File: src/rtl/max7219_display.sv
// Continuously refreshes a chain of MAX7219 7-segment controllers from the live frame bytes.
// Each transaction shifts one 16-bit word per device, MSB first, while cs is low.
//
// state   | meaning
// GAP     | cs high, waiting 2*CLK_DIV cycles before the next transaction
// LOW     | cs low, spi_clk low, dout holds the current bit
// HIGH    | cs low, spi_clk high, device samples dout
// TAIL    | cs low, spi_clk low for CLK_DIV cycles after the last bit
// mode INIT sends the five setup words; mode REFRESH cycles digits 1..8 forever.
module max7219_display #(
  parameter int NUM_CASCADES = 2,
  parameter int INTENSITY    = 1,
  parameter int CLK_DIV      = 4
) (
  input  logic                               sysclk,
  input  logic                               reset,
  input  logic [4*NUM_CASCADES-1:0][7:0]     frame,
  output logic                               spi_clk,
  output logic                               dout,
  output logic                               cs,
  output logic                               stop,
  output logic [10:1]                        pin
);

  localparam int SW = 16 * NUM_CASCADES;
  localparam int CW = $clog2(2 * CLK_DIV + 1);
  localparam int BW = $clog2(SW + 1);
  localparam logic [CW-1:0] GAP_LOAD  = CW'(2 * CLK_DIV - 1);
  localparam logic [CW-1:0] HALF_LOAD = CW'(CLK_DIV - 1);
  localparam logic [BW-1:0] BIT_LOAD  = BW'(SW - 1);

  typedef enum logic [1:0] {GAP, LOW, HIGH, TAIL} bus_t;
  typedef enum logic {ST_INIT, ST_REFRESH} mode_t;

  bus_t            bus;
  mode_t           mode;
  logic [CW-1:0]   cnt;
  logic [BW-1:0]   bit_cnt;
  logic [2:0]      cmd_idx;
  logic [2:0]      digit;
  logic [SW-2:0]   shreg;
  logic [15:0]     init_word;
  logic [SW-1:0]   load_data;
  logic [7:0]      byte_sel;
  logic [3:0]      nib;

  function automatic logic [6:0] seg7(input logic [3:0] n);
    logic [6:0] s;
    case (n)
      4'h0: s = 7'h7E;
      4'h1: s = 7'h30;
      4'h2: s = 7'h6D;
      4'h3: s = 7'h79;
      4'h4: s = 7'h33;
      4'h5: s = 7'h5B;
      4'h6: s = 7'h5F;
      4'h7: s = 7'h70;
      4'h8: s = 7'h7F;
      4'h9: s = 7'h7B;
      4'hA: s = 7'h77;
      4'hB: s = 7'h1F;
      4'hC: s = 7'h4E;
      4'hD: s = 7'h3D;
      4'hE: s = 7'h4F;
      default: s = 7'h47;
    endcase
    return s;
  endfunction

  always_comb begin
    case (cmd_idx)
      3'd0:    init_word = 16'h0C01;
      3'd1:    init_word = 16'h0F00;
      3'd2:    init_word = 16'h0900;
      3'd3:    init_word = 16'h0B07;
      default: init_word = {8'h0A, 4'h0, 4'(INTENSITY)};
    endcase
  end

  // digit holds d-1: bits [2:1] pick the byte, bit 0 picks the nibble (odd d -> low).
  always_comb begin
    load_data = '0;
    byte_sel  = '0;
    nib       = '0;
    for (int k = 0; k < NUM_CASCADES; k++) begin
      byte_sel = frame[4*k + 3 - int'(digit[2:1])];
      nib      = digit[0] ? byte_sel[7:4] : byte_sel[3:0];
      if (mode == ST_INIT)
        load_data[16*k +: 16] = init_word;
      else
        load_data[16*k +: 16] = {4'h0, 4'({1'b0, digit}) + 4'd1, 1'b0, seg7(nib)};
    end
  end

  always_ff @(posedge sysclk) begin
    if (reset) begin
      bus     <= GAP;
      mode    <= ST_INIT;
      cnt     <= GAP_LOAD;
      bit_cnt <= '0;
      cmd_idx <= '0;
      digit   <= '0;
      shreg   <= '0;
      spi_clk <= 1'b0;
      dout    <= 1'b0;
      cs      <= 1'b1;
      stop    <= 1'b0;
    end else begin
      case (bus)
        GAP: begin
          if (cnt == '0) begin
            cs      <= 1'b0;
            dout    <= load_data[SW-1];
            shreg   <= load_data[SW-2:0];
            bit_cnt <= BIT_LOAD;
            cnt     <= HALF_LOAD;
            bus     <= LOW;
          end else begin
            cnt <= cnt - 1'b1;
          end
        end
        LOW: begin
          if (cnt == '0) begin
            spi_clk <= 1'b1;
            cnt     <= HALF_LOAD;
            bus     <= HIGH;
          end else begin
            cnt <= cnt - 1'b1;
          end
        end
        HIGH: begin
          if (cnt == '0) begin
            spi_clk <= 1'b0;
            cnt     <= HALF_LOAD;
            if (bit_cnt == '0) begin
              bus <= TAIL;
            end else begin
              bit_cnt <= bit_cnt - 1'b1;
              dout    <= shreg[SW-2];
              shreg   <= {shreg[SW-3:0], 1'b0};
              bus     <= LOW;
            end
          end else begin
            cnt <= cnt - 1'b1;
          end
        end
        TAIL: begin
          if (cnt == '0) begin
            cs   <= 1'b1;
            dout <= 1'b0;
            cnt  <= GAP_LOAD;
            bus  <= GAP;
            if (mode == ST_INIT) begin
              if (cmd_idx == 3'd4) begin
                mode  <= ST_REFRESH;
                stop  <= 1'b1;
                digit <= '0;
              end else begin
                cmd_idx <= cmd_idx + 1'b1;
              end
            end else begin
              digit <= digit + 1'b1;
            end
          end else begin
            cnt <= cnt - 1'b1;
          end
        end
        default: bus <= GAP;
      endcase
    end
  end

  assign pin = {6'b0, stop, dout, spi_clk, cs};

endmodule

File: config.mk
export PLATFORM = sky130hd
export DESIGN_NAME = max7219_display
export DESIGN_NICKNAME = d
export VERILOG_FILES = /design/src/rtl/max7219_display.sv
export SDC_FILE = /design/constraint.sdc
export NUM_CORES = 1
export LEC_CHECK = 0
export BUFFER_PORTS_ARGS = -buffer_cell sky130_fd_sc_hd__buf_4
export CORE_MARGIN = 2
export CORE_UTILIZATION = 55
export DETAILED_ROUTE_END_ITERATION = 12
export PLACE_DENSITY = 0.81
export SLEW_MARGIN = 20
export SYNTH_ARGS = -nofsm -noshare
export SYNTH_HDL_FRONTEND = slang
export SYNTH_SLANG_ARGS = --single-unit
File: constraint.sdc
create_clock -name sysclk -period 2.8 [get_ports sysclk]
set_input_delay 0.7 -clock sysclk [delete_from_list [all_inputs] [get_ports sysclk]]
set_output_delay 0.7 -clock sysclk [all_outputs]
set_load 0.03 [all_outputs]
; ---- Yosys cells after proc, flatten, opt, wreduce, memory -nomap -nowiden
; Memory sizes are Yosys's and may differ from the RTL's.
; Index checks and enable logic that the tools add are counted.
[word_totals]
reg_bits = 54
romBits = 224
in_bits = 66
out_inout_bits = 14
wordCells = 95
mem_count = 2
[memory_table]
columns = memory, words, width, rd, rd_ports_with_merged_regs, write_ports, line
row1 = (name not given), 16, 7, 1, 0, 0, 49  ; case (n)
row2 = (name not given), 16, 7, 1, 0, 0, 49
[classes]
add_sub_neg = 7
order_cmp = 2
eq_ne = 12
n_mux = 40
bitwise_logic = 2
reduce_logical = 19
[op_table]
columns = cell, n
row1 = 2-to-1 mux 31 bit, 3
row2 = one-hot mux 31 bit (2 select lines), 1
row3 = binary-select mux 8 bit (select 3 bit), 2
row4 = one-hot mux 11 bit (4 select lines), 1
row5 = 2-to-1 mux 16 bit, 2
row6 = 2-to-1 mux 8 bit, 4
row7 = 2-to-1 mux 6 bit, 3
row8 = 2-to-1 mux 4 bit, 4
row9 = AND reduction 4 bit, 4
row10 = one-hot mux 6 bit (2 select lines), 1
row11 = 2-to-1 mux 2 bit, 5
row12 = != test 2 bit (second input constant), 5
row13 = AND reduction 3 bit, 3
row14 = one-hot mux 2 bit (4 select lines), 1
row15 = one-hot mux 4 bit (2 select lines), 1
row16 = nonzero test 2 bit, 4
row17 = 2-to-1 mux 1 bit, 7
row18 = adder 3 x 1 -> 3 bit (second input constant), 2
row19 = == test 3 x 2 -> 1 bit (second input constant), 2
row20 = zero test 6 bit, 1
row21 = 2-to-1 mux 3 bit, 2
row22 = subtractor 6 x 1 -> 6 bit (second input constant), 1
row23 = < comparator 3 x 5 -> 1 bit (second input constant), 1
row24 = < comparator 4 x 5 -> 1 bit (second input constant), 1
row25 = 18 further kinds, 21

; ---- Logic depth before layout (Yosys ltp)
; Gate-level depths: netlist of run 1.
; An unclocked memory read counts as a cell.
[logic_depth]
depth_word = 9
ltp_mapped = 9
ltp_nobuf = 7

; ---- Least setup slack after synthesis of run 1
; No wires, ideal clock.
[synth_path]
path_kind = register to register
from = register digit[1]
to = register shreg[20]
setup_ns = 0.132
arrival_time_ns = 2.438
required_time_ns = 2.668
slack_ns = 0.229
stages_incl_launch_ff = 10
n_path_buf = 2
period_less_slack_ns = 2.571
cell_sequence = dfxtp_1 -> buf_6 -> buf_4 -> mux4_2 -> mux2i_1 -> inv_1 -> ha_1 -> or3_1 -> a32oi_1 -> a21oi_1
[synth_between]
elab_chain_cells = 9
[synth_lines]
columns = element, line
row1 = start: declaration, 40  ; logic [2:0] digit;
row2 = start signal: assignment, 162  ; digit <= digit + 1'b1;
row3 = subtractor 3 x 2 -> 4 bit, 86  ; byte_sel = frame[4*k + 3 - int'(digit[2:1])];
row4 = binary-select mux 8 bit (select 3 bit), 86
row5 = 2-to-1 mux 8 bit (not written as such) (2 in a row), 86
row6 = 2-to-1 mux 4 bit, 87  ; nib = digit[0] ? byte_sel[7:4] : byte_sel[3:0];
row7 = memory read (16 x 7 bit), n/a
row8 = 2-to-1 mux 16 bit, 88  ; if (mode == ST_INIT)
row9 = 2-to-1 mux 31 bit, 111  ; if (cnt == '0) begin
row10 = one-hot mux 31 bit (2 select lines), 109  ; case (bus)
row11 = end signal: assignment, 114  ; shreg <= load_data[SW-2:0];
row12 = end signal: assignment, 140  ; shreg <= {shreg[SW-3:0], 1'b0};
row13 = end: declaration, 41  ; logic [SW-2:0] shreg;
; No other way between the ends. The select of a mux whose other input is x is not followed.
; A chain may end at the register's enable or synchronous reset.

; ---- Final worst setup path of run 1
[layout_path]
from = register digit[1]
to = register shreg[0]
[layout_between]
elab_chain_cells = 9
[layout_lines]
columns = element, line
row1 = subtractor 2 x 2 -> 3 bit, 86
row2 = binary-select mux 8 bit (select 3 bit), 86
row3 = 2-to-1 mux 8 bit (not written as such) (2 in a row), 86
row4 = 2-to-1 mux 4 bit, 87
row5 = memory read (16 x 7 bit), n/a
row6 = 2-to-1 mux 16 bit, 88
row7 = 2-to-1 mux 31 bit, 111
row8 = one-hot mux 31 bit (2 select lines), 109
; No other way between the ends. The select of a mux whose other input is x is not followed.

==> report_table.html, run 1 <==
<table>
<tr><th>Metric</th><th>Value</th></tr>
<tr><th colspan="2">Status</th></tr>
<tr><td>Status</td><td>finished clean</td></tr>
<tr><th colspan="2">Clocking</th></tr>
<tr><td>Clock root buffer</td><td>clkbuf_8</td></tr>
<tr><td>Number of sinks on the clock net</td><td>54</td></tr>
<tr><td>Clock transition at the registers of the reported paths</td><td>~0.11 ns</td></tr>
<tr><td>Clock latency at the later pin of the worst-skew pair</td><td>between 0.3 and 0.4 ns</td></tr>
<tr><td>Number of buffers inserted for hold repair after clock tree synthesis</td><td>0</td></tr>
<tr><td>Post-CTS Setup Inserts</td><td>0</td></tr>
<tr><td>CTS tree</td><td>done</td></tr>
<tr><td>Number of H-tree levels</td><td>2</td></tr>
<tr><td>Number of CTS-inserted buffers</td><td>5</td></tr>
<tr><td>Clock tree buffer depth</td><td>2</td></tr>
<tr><td>Resized Gates After CTS</td><td>0</td></tr>
<tr><th colspan="2">Synth</th></tr>
<tr><td>Main flop type after synthesis</td><td>dfxtp_1</td></tr>
<tr><td>Mean instance size in the synthesized netlist</td><td>roughly 9.0 µm²</td></tr>
<tr><td>Yosys warnings</td><td>0</td></tr>
<tr><td>Sequential-to-total area share from yosys stat</td><td>between 20 and 30%</td></tr>
<tr><td>Number of enable-type register cells in the synthesized netlist</td><td>0</td></tr>
<tr><td>Register bit total from synthesis</td><td>54</td></tr>
<tr><td>Share of synthesized registers carrying an async set or reset</td><td>0%</td></tr>
<tr><td>Cell Area, Synth</td><td>0.00365 mm²</td></tr>
<tr><td>Number of distinct library cells after synthesis</td><td>64</td></tr>
<tr><td>Gate count after technology mapping</td><td>405</td></tr>
<tr><th colspan="2">Power</th></tr>
<tr><td>Share of power burned in the clock network</td><td>between 30 and 40%</td></tr>
<tr><td>Register share of total power</td><td>~47%</td></tr>
<tr><td>Internal power component</td><td>about 1200 µW</td></tr>
<tr><td>Peak ir drop on the vdd network</td><td>around 270 µV</td></tr>
<tr><td>Areal power density over the cells</td><td>391 mW/mm²</td></tr>
<tr><td>Proportion of total power due to net switching</td><td>27.0%</td></tr>
<tr><td>Static leakage</td><td>roughly 0.0017 µW</td></tr>
<tr><td>Net Switching</td><td>455 µW</td></tr>
<tr><td>Combinational Power Share</td><td>19.8%</td></tr>
<tr><th colspan="2">Critical path</th></tr>
<tr><td>Largest fanout on the critical path</td><td>11</td></tr>
<tr><td>Element type at the critical path start</td><td>flop</td></tr>
<tr><td>Worst setup EP type</td><td>flop</td></tr>
<tr><td>Data arrival time of the worst path</td><td>about 2.8 ns</td></tr>
<tr><td>WP data required</td><td>2.98 ns</td></tr>
<tr><td>Start-to-end type of the worst setup path</td><td>reg2reg</td></tr>
<tr><th colspan="2">Hold path</th></tr>
<tr><td>Hold Crit Class</td><td>reg2reg</td></tr>
<tr><th colspan="2">Place</th></tr>
<tr><td>Worst setup slack after placement</td><td>approximately 0.13 ns</td></tr>
<tr><td>Gpl congestion</td><td>about 0.87</td></tr>
<tr><td>Number of I/O port buffers</td><td>73</td></tr>
<tr><td>Half-perimeter wire length after detailed placement</td><td>6500 µm</td></tr>
<tr><td>Placed insts</td><td>538</td></tr>
<tr><th colspan="2">Detailed routing</th></tr>
<tr><td>DRT antenna net count</td><td>0</td></tr>
<tr><td>Number of remaining DRC errors</td><td>0</td></tr>
<tr><td>Final routed wirelength across all metal layers</td><td>8630 µm</td></tr>
<tr><td>Average wire per cell in the routed design</td><td>15.8 µm</td></tr>
<tr><td>DR pass1 iterations</td><td>5</td></tr>
<tr><td>Via Count</td><td>about 3,300</td></tr>
<tr><td>Iter 0 DRT Violations</td><td>roughly 230</td></tr>
<tr><td>Vias per cell</td><td>between 5 and 6</td></tr>
<tr><th colspan="2">Floorplanning</th></tr>
<tr><td>Area of the die</td><td>roughly 0.0073 mm²</td></tr>
<tr><td>Chip width</td><td>roughly 86 µm</td></tr>
<tr><td>Number of core rows</td><td>29</td></tr>
<tr><td>Die extent in y</td><td>~86 µm</td></tr>
<tr><td>IO Count</td><td>80</td></tr>
<tr><td>Effective utilization at floorplan</td><td>57.2%</td></tr>
<tr><td>Area inside the core boundary</td><td>0.00639 mm²</td></tr>
<tr><th colspan="2">Cells and area</th></tr>
<tr><td>Commonest non-fill, non-tap cells in the layout</td><td>buf_4, dfxtp_1, a21oi_1</td></tr>
<tr><td>Number of non-filler instances in the completed layout</td><td>approximately 550</td></tr>
<tr><td>Commonest non-fill, non-tap cell in the layout</td><td>buf_4</td></tr>
<tr><td>Net total in the final layout</td><td>approximately 560</td></tr>
<tr><td>Number of inserted diodes</td><td>0</td></tr>
<tr><td>Growth of design area from synthesis to finish</td><td>18.3%</td></tr>
<tr><td>Fraction of final layout cells sized beyond drive strength 1</td><td>25.6%</td></tr>
<tr><th colspan="2">Global route</th></tr>
<tr><td>Number of antenna violations at the first check in global routing</td><td>0</td></tr>
<tr><td>Met3 Track Usage GR</td><td>under 10%</td></tr>
<tr><td>Met2 capacity usage during global routing</td><td>about two fifths</td></tr>
<tr><td>Most Used Layer, Global Route</td><td>met2</td></tr>
<tr><td>Global-route wire length before repair</td><td>approximately 14,000 µm</td></tr>
<tr><td>Largest net degree at the start of global routing</td><td>36</td></tr>
<tr><td>Vias in the first global route</td><td>~3,100</td></tr>
<tr><td>Met1 usage</td><td>between 20 and 30%</td></tr>
<tr><td>Overall overflow remaining after global route</td><td>0</td></tr>
<tr><td>GRT Overall Usage</td><td>roughly a quarter</td></tr>
<tr><th colspan="2">Timing</th></tr>
<tr><td>Final Hold Viols</td><td>0</td></tr>
<tr><td>Maximum clock frequency</td><td>around 0.39 GHz</td></tr>
<tr><td>Final setup margin</td><td>0.210 ns</td></tr>
<tr><td>Slew Limit Headroom</td><td>58.6%</td></tr>
<tr><td>Final setup vio count</td><td>0</td></tr>
<tr><td>Pins Over Slew Limit</td><td>0</td></tr>
<tr><td>Transition at the pin with the smallest max-transition slack</td><td>between 0.6 and 0.7 ns</td></tr>
<tr><td>Final critical-path share of the clock period</td><td>a little over 90%</td></tr>
<tr><td>Final period demand of the worst path</td><td>around 2.6 ns</td></tr>
<tr><td>Worst-case clock skew</td><td>roughly 0.014 ns</td></tr>
<tr><td>RSZ-0062 raised after global routing</td><td>false</td></tr>
<tr><td>Setup TNS</td><td>0 ns</td></tr>
<tr><th colspan="2">Run</th></tr>
<tr><td>Max-capacitance violation count</td><td>0</td></tr>
</table>
-- power groups by stage --
stage	sequential [µW]	combinational [µW]	clock (µW)
floorplan	809	227	0
global route	797	366	599
finish	794	335	559
global placement	810	319	0
detailed placement	812	328	0
CTS	794	332	570
-- cell usage after synthesis (all sizes together), types with 2 or more instances --
master | instances | share of area [%]
a211oi | 8 | 2.0
a21oi | 41 | 5.7
nor2b | 4 | 0.68
a31oi | 6 | 1.0
a32oi | 2 | 0.48
a311o | 2 | 0.55
and3b | 2 | 0.48
o221ai | 2 | 0.48
nor4 | 3 | 0.86
a211o | 2 | 0.48
nor3b | 4 | 0.96
buf | 23 | 4.8
dfxtp | 54 | 30
o2111ai | 2 | 0.48
mux2i | 19 | 6.3
clkbuf | 13 | 1.3
o31a | 2 | 0.48
nand2b | 4 | 0.68
a22oi | 9 | 1.8
inv | 21 | 2.2
nand3 | 10 | 1.4
or3 | 6 | 1.0
ha | 23 | 7.9
o22ai | 3 | 0.51
mux4 | 16 | 10
o21ai | 21 | 2.9
nor3 | 11 | 1.5
nand4 | 2 | 0.34
nand2 | 37 | 3.8
nor2 | 25 | 2.6
xnor2 | 5 | 1.2
-- through the flow --
stage	util, %	power, µW	hold slack (ns)	cell area, µm²
6_report	67.7	1690	0.431	4320
3_3_place_gp	65.8	1130	0.386	4200
4_1_cts	67.7	1700	0.433	4320
5_1_grt	67.7	1760	0.475	4320
2_1_floorplan	-	1040	0.377	3670
3_5_place_dp	65.8	1140	0.409	4200
-- flip-flops by register name, summed over array words and instances, names as in the netlist --
name     count
spi_clk      1
bit_cnt      6
stop         1
dout         1
cs           1
mode         1
cmd_idx      3
shreg       31
bus          2
cnt          4
digit        3
-- path summary, 6_finish.rpt --
kind             from       end  cells past startpoint  slack (ns)
max          digit[1]  shreg[0]                      7        0.21
max reg2reg  digit[1]  shreg[0]                      7        0.21
min            cnt[0]    cnt[0]                      1        0.43
min reg2reg    cnt[0]    cnt[0]                      1        0.43
-- logic make-up (layout without fill, tap and decap cells) --
kind of cell / count (synthesis) / in the layout / share of synthesized area, %
flops: 54 / 54 / 29.6
compound gates: 110 / 110 / 19.3
simple gates: 117 / 117 / 16.3
xor+xnor: 6 / 6 / 1.44
other cells: 1 / 6 / 0.103
buf+inv: 58 / 117 / 8.36
mux: 36 / 36 / 17.0
fa+ha+maj: 23 / 23 / 7.88
-- area by class of cell --
type                            instances  area, µm²
Clock buffer                            6       82.6
Clock inverter                          2       38.8
Multi-Input combinational cell        298       2290
Tap cell                               77       96.3
Inverter                               22       82.6
Timing Repair Buffer                   87        653
Fill cell                             529       2070
Sequential cell                        54       1080
-- critical path, cell delays in order, from the launching register on --
cell,delay (ns)
dfxtp_1,0.43
buf_4,0.27
mux4_2,0.53
mux2i_1,0.37
ha_1,0.29
mux2i_1,0.10
o311ai_0,0.36
a21oi_1,0.12
-- layer usage --
layer	part of all wire (%)	routed length [µm]
met3	5.3	459
met2	50	4330
met4	1.9	162
met5	0	0
met1	43	3680
(Power assumes the default switching activity.)
==> run 2, diff against run 1 <==
--- a/config.mk
+++ b/config.mk
@@ -6,6 +6,7 @@
 export NUM_CORES = 1
 export LEC_CHECK = 0
 export BUFFER_PORTS_ARGS = -buffer_cell sky130_fd_sc_hd__buf_4
+export CAP_MARGIN = 20
 export CORE_MARGIN = 2
 export CORE_UTILIZATION = 55
 export DETAILED_ROUTE_END_ITERATION = 12
==> constraint.sdc (replaced) <==
create_clock -name sysclk -period 2.65 [get_ports sysclk]
set_input_delay 0.6625 -clock sysclk [delete_from_list [all_inputs] [get_ports sysclk]]
set_output_delay 0.6625 -clock sysclk [all_outputs]
set_load 0.03 [all_outputs]
==> report_table.html, run 2 (synthesis results as in run 1) <==
<table>
<tr><th>Metric</th><th>Value</th></tr>
<tr><th colspan="2">Detailed routing</th></tr>
<tr><td>Iter 0 DRT Violations</td><td>between 150 and 200</td></tr>
<tr><td>Vias per cell</td><td>between 5 and 6</td></tr>
<tr><td>Average wire per cell in the routed design</td><td>about 15 µm</td></tr>
<tr><td>DRT antenna net count</td><td>0</td></tr>
<tr><td>DR pass1 iterations</td><td>4</td></tr>
<tr><td>Number of remaining DRC errors</td><td>0</td></tr>
<tr><td>Via Count</td><td>~3,300</td></tr>
<tr><td>Final routed wirelength across all metal layers</td><td>about 8300 µm</td></tr>
<tr><th colspan="2">Cells and area</th></tr>
<tr><td>Largest register FFs</td><td>31</td></tr>
<tr><td>Commonest non-fill, non-tap cell in the layout</td><td>buf_4</td></tr>
<tr><td>Biggest registers after layout</td><td>shreg (31), bit_cnt (6), cnt (4)</td></tr>
<tr><td>Largest Register</td><td>shreg</td></tr>
<tr><td>Finished Core Util</td><td>between 60% and 70%</td></tr>
<tr><td>Growth of design area from synthesis to finish</td><td>18.5%</td></tr>
<tr><td>Commonest non-fill, non-tap cells in the layout</td><td>buf_4, dfxtp_1, a21oi_1</td></tr>
<tr><td>Fraction of final layout cells sized beyond drive strength 1</td><td>26.6%</td></tr>
<tr><td>Number of inserted diodes</td><td>0</td></tr>
<tr><td>Final instance area</td><td>0.00433 mm²</td></tr>
<tr><td>Fill count</td><td>~550</td></tr>
<tr><td>Net total in the final layout</td><td>562</td></tr>
<tr><th colspan="2">Floorplanning</th></tr>
<tr><td>Die extent in y</td><td>~86 µm</td></tr>
<tr><td>Effective utilization at floorplan</td><td>a little under three fifths</td></tr>
<tr><td>IO Count</td><td>80</td></tr>
<tr><td>Number of core rows</td><td>29</td></tr>
<tr><td>Area inside the core boundary</td><td>approximately 0.0064 mm²</td></tr>
<tr><td>Area of the die</td><td>roughly 0.0073 mm²</td></tr>
<tr><td>Chip width</td><td>85.5 µm</td></tr>
<tr><th colspan="2">Place</th></tr>
<tr><td>Number of I/O port buffers</td><td>73</td></tr>
<tr><td>Gpl congestion</td><td>approximately 0.84</td></tr>
<tr><td>Half-perimeter wire length after detailed placement</td><td>6440 µm</td></tr>
<tr><td>Worst setup slack after placement</td><td>about 0.070 ns</td></tr>
<tr><td>Instance area at placement</td><td>around 0.0042 mm²</td></tr>
<tr><th colspan="2">Global route</th></tr>
<tr><td>GRT Overall Usage</td><td>between 20% and 30%</td></tr>
<tr><td>Largest net degree at the start of global routing</td><td>36</td></tr>
<tr><td>Vias in the first global route</td><td>~3,100</td></tr>
<tr><td>Met1 usage</td><td>roughly 30%</td></tr>
<tr><td>Global-route wire length before repair</td><td>around 14,000 µm</td></tr>
<tr><td>Met3 Track Usage GR</td><td>under 10%</td></tr>
<tr><td>Most Used Layer, Global Route</td><td>met2</td></tr>
<tr><td>Met2 capacity usage during global routing</td><td>~42%</td></tr>
<tr><td>Overall overflow remaining after global route</td><td>0</td></tr>
<tr><td>Number of antenna violations at the first check in global routing</td><td>0</td></tr>
<tr><th colspan="2">Status</th></tr>
<tr><td>Status</td><td>finished clean</td></tr>
<tr><th colspan="2">Hold path</th></tr>
<tr><td>Hold Crit Class</td><td>reg2reg</td></tr>
<tr><th colspan="2">Critical path</th></tr>
<tr><td>R2r setup slk</td><td>0.17 ns</td></tr>
<tr><td>Last element of the critical path</td><td>shreg[0]</td></tr>
<tr><td>Start-to-end type of the worst setup path</td><td>reg2reg</td></tr>
<tr><td>Worst reg2reg path depth</td><td>7</td></tr>
<tr><td>Data arrival time of the worst path</td><td>roughly 2.7 ns</td></tr>
<tr><td>Endpoint of the worst register-to-register path</td><td>shreg[0]</td></tr>
<tr><td>WP data required</td><td>about 2.8 ns</td></tr>
<tr><td>Crit. Startpoint</td><td>digit[1]</td></tr>
<tr><td>Worst setup EP type</td><td>flop</td></tr>
<tr><td>Crit Reg-Reg Startpoint</td><td>digit[1]</td></tr>
<tr><td>Element type at the critical path start</td><td>flop</td></tr>
<tr><td>Largest fanout on the critical path</td><td>10</td></tr>
<tr><th colspan="2">Clocking</th></tr>
<tr><td>Number of CTS-inserted buffers</td><td>5</td></tr>
<tr><td>Clock transition at the registers of the reported paths</td><td>0.10 ns</td></tr>
<tr><td>Post-CTS Setup Inserts</td><td>0</td></tr>
<tr><td>Number of H-tree levels</td><td>2</td></tr>
<tr><td>Clock latency at the later pin of the worst-skew pair</td><td>around 0.32 ns</td></tr>
<tr><td>Number of sinks on the clock net</td><td>54</td></tr>
<tr><td>CTS tree</td><td>done</td></tr>
<tr><td>Clock root buffer</td><td>clkbuf_8</td></tr>
<tr><td>Clock tree buffer depth</td><td>2</td></tr>
<tr><th colspan="2">Power</th></tr>
<tr><td>Peak ir drop on the vdd network</td><td>between 200 and 300 µV</td></tr>
<tr><td>Static leakage</td><td>roughly 0.0017 µW</td></tr>
<tr><td>Areal power density over the cells</td><td>384 mW/mm²</td></tr>
<tr><th colspan="2">Timing</th></tr>
<tr><td>Final Hold Viols</td><td>0</td></tr>
<tr><td>Transition at the pin with the smallest max-transition slack</td><td>about 0.60 ns</td></tr>
<tr><td>Slew Limit Headroom</td><td>about 60%</td></tr>
<tr><td>Final critical-path share of the clock period</td><td>just over 90%</td></tr>
<tr><td>RSZ-0062 raised after global routing</td><td>false</td></tr>
<tr><td>Final period demand of the worst path</td><td>around 2.5 ns</td></tr>
<tr><td>Setup TNS</td><td>0 ns</td></tr>
<tr><td>Worst-case clock skew</td><td>roughly 0.022 ns</td></tr>
<tr><td>Post-route worst hold slack</td><td>0.419 ns</td></tr>
<tr><td>Maximum clock frequency</td><td>a little over 0.4 GHz</td></tr>
<tr><td>Pins Over Slew Limit</td><td>0</td></tr>
<tr><td>Final setup margin</td><td>~0.17 ns</td></tr>
<tr><td>Final setup vio count</td><td>0</td></tr>
<tr><th colspan="2">Run</th></tr>
<tr><td>Max-capacitance violation count</td><td>0</td></tr>
</table>
-- run 2: where the power goes --
part	internal, µW	total [µW]	switching (µW)
clock	186	465	279
sequential	826	838	11.5
combinational	167	359	191
total	1180	1660	482
-- run 2: area by class of cell --
| class | instances | area [µm²] | share of cell area, % |
|---|---|---|---|
| clock buffer | 5 | 68.8 | 1.59 |
| clock inverter | 3 | 21.3 | 0.491 |
| inverter | 22 | 82.6 | 1.91 |
| multi-input combinational | 298 | 2290 | 52.9 |
| sequential | 54 | 1080 | 25.0 |
| tap | 77 | 96.3 | 2.22 |
| timing repair buffer | 92 | 691 | 15.9 |
-- run 2: per-layer routing --
metal / wire length (µm) / up-vias
li1: - / 1598
met3: 334 / 8
met1: 3610 / 1574
met5: 0 / -
met2: 4350 / 77
met4: 52 / 0
-- run 2: worst min path at each step --
| stage | end | cells past startpoint | slack [ns] | start |
|---|---|---|---|---|
| 6_report | cnt[0] | 1 | 0.42 | cnt[0] |
| 2_1_floorplan | cnt[0] | 1 | 0.38 | cnt[0] |
| 3_3_place_gp | cnt[0] | 1 | 0.39 | cnt[0] |
| 3_5_place_dp | cnt[0] | 1 | 0.40 | cnt[0] |
| 5_1_grt | cnt[0] | 1 | 0.45 | cnt[0] |
| 4_1_cts | cnt[0] | 1 | 0.42 | cnt[0] |
-- run 2: worst max-delay path, cell delays in order (launching register included) --
cell and delay, ns:
dfxtp_1 0.45, buf_4 0.26, mux4_2 0.53, mux2i_2 0.30
ha_1 0.28, mux2i_1 0.08, o311ai_0 0.33, a21oi_1 0.13
-- run 2: metrics by stage --
step / cells / total power [µW]
global placement: 543 / 1200
global route: 551 / 1740
CTS: 551 / 1670
floorplan: 410 / 1090
detailed placement: 543 / 1210
finish: 551 / 1660
-- run 2: what timing repair did --
| item | in CTS | in global routing |
|---|---|---|
| setup endpoints to repair | 0 | 4 |
| gates resized for setup | 0 | 1 |
| hold buffers | 0 | 0 |
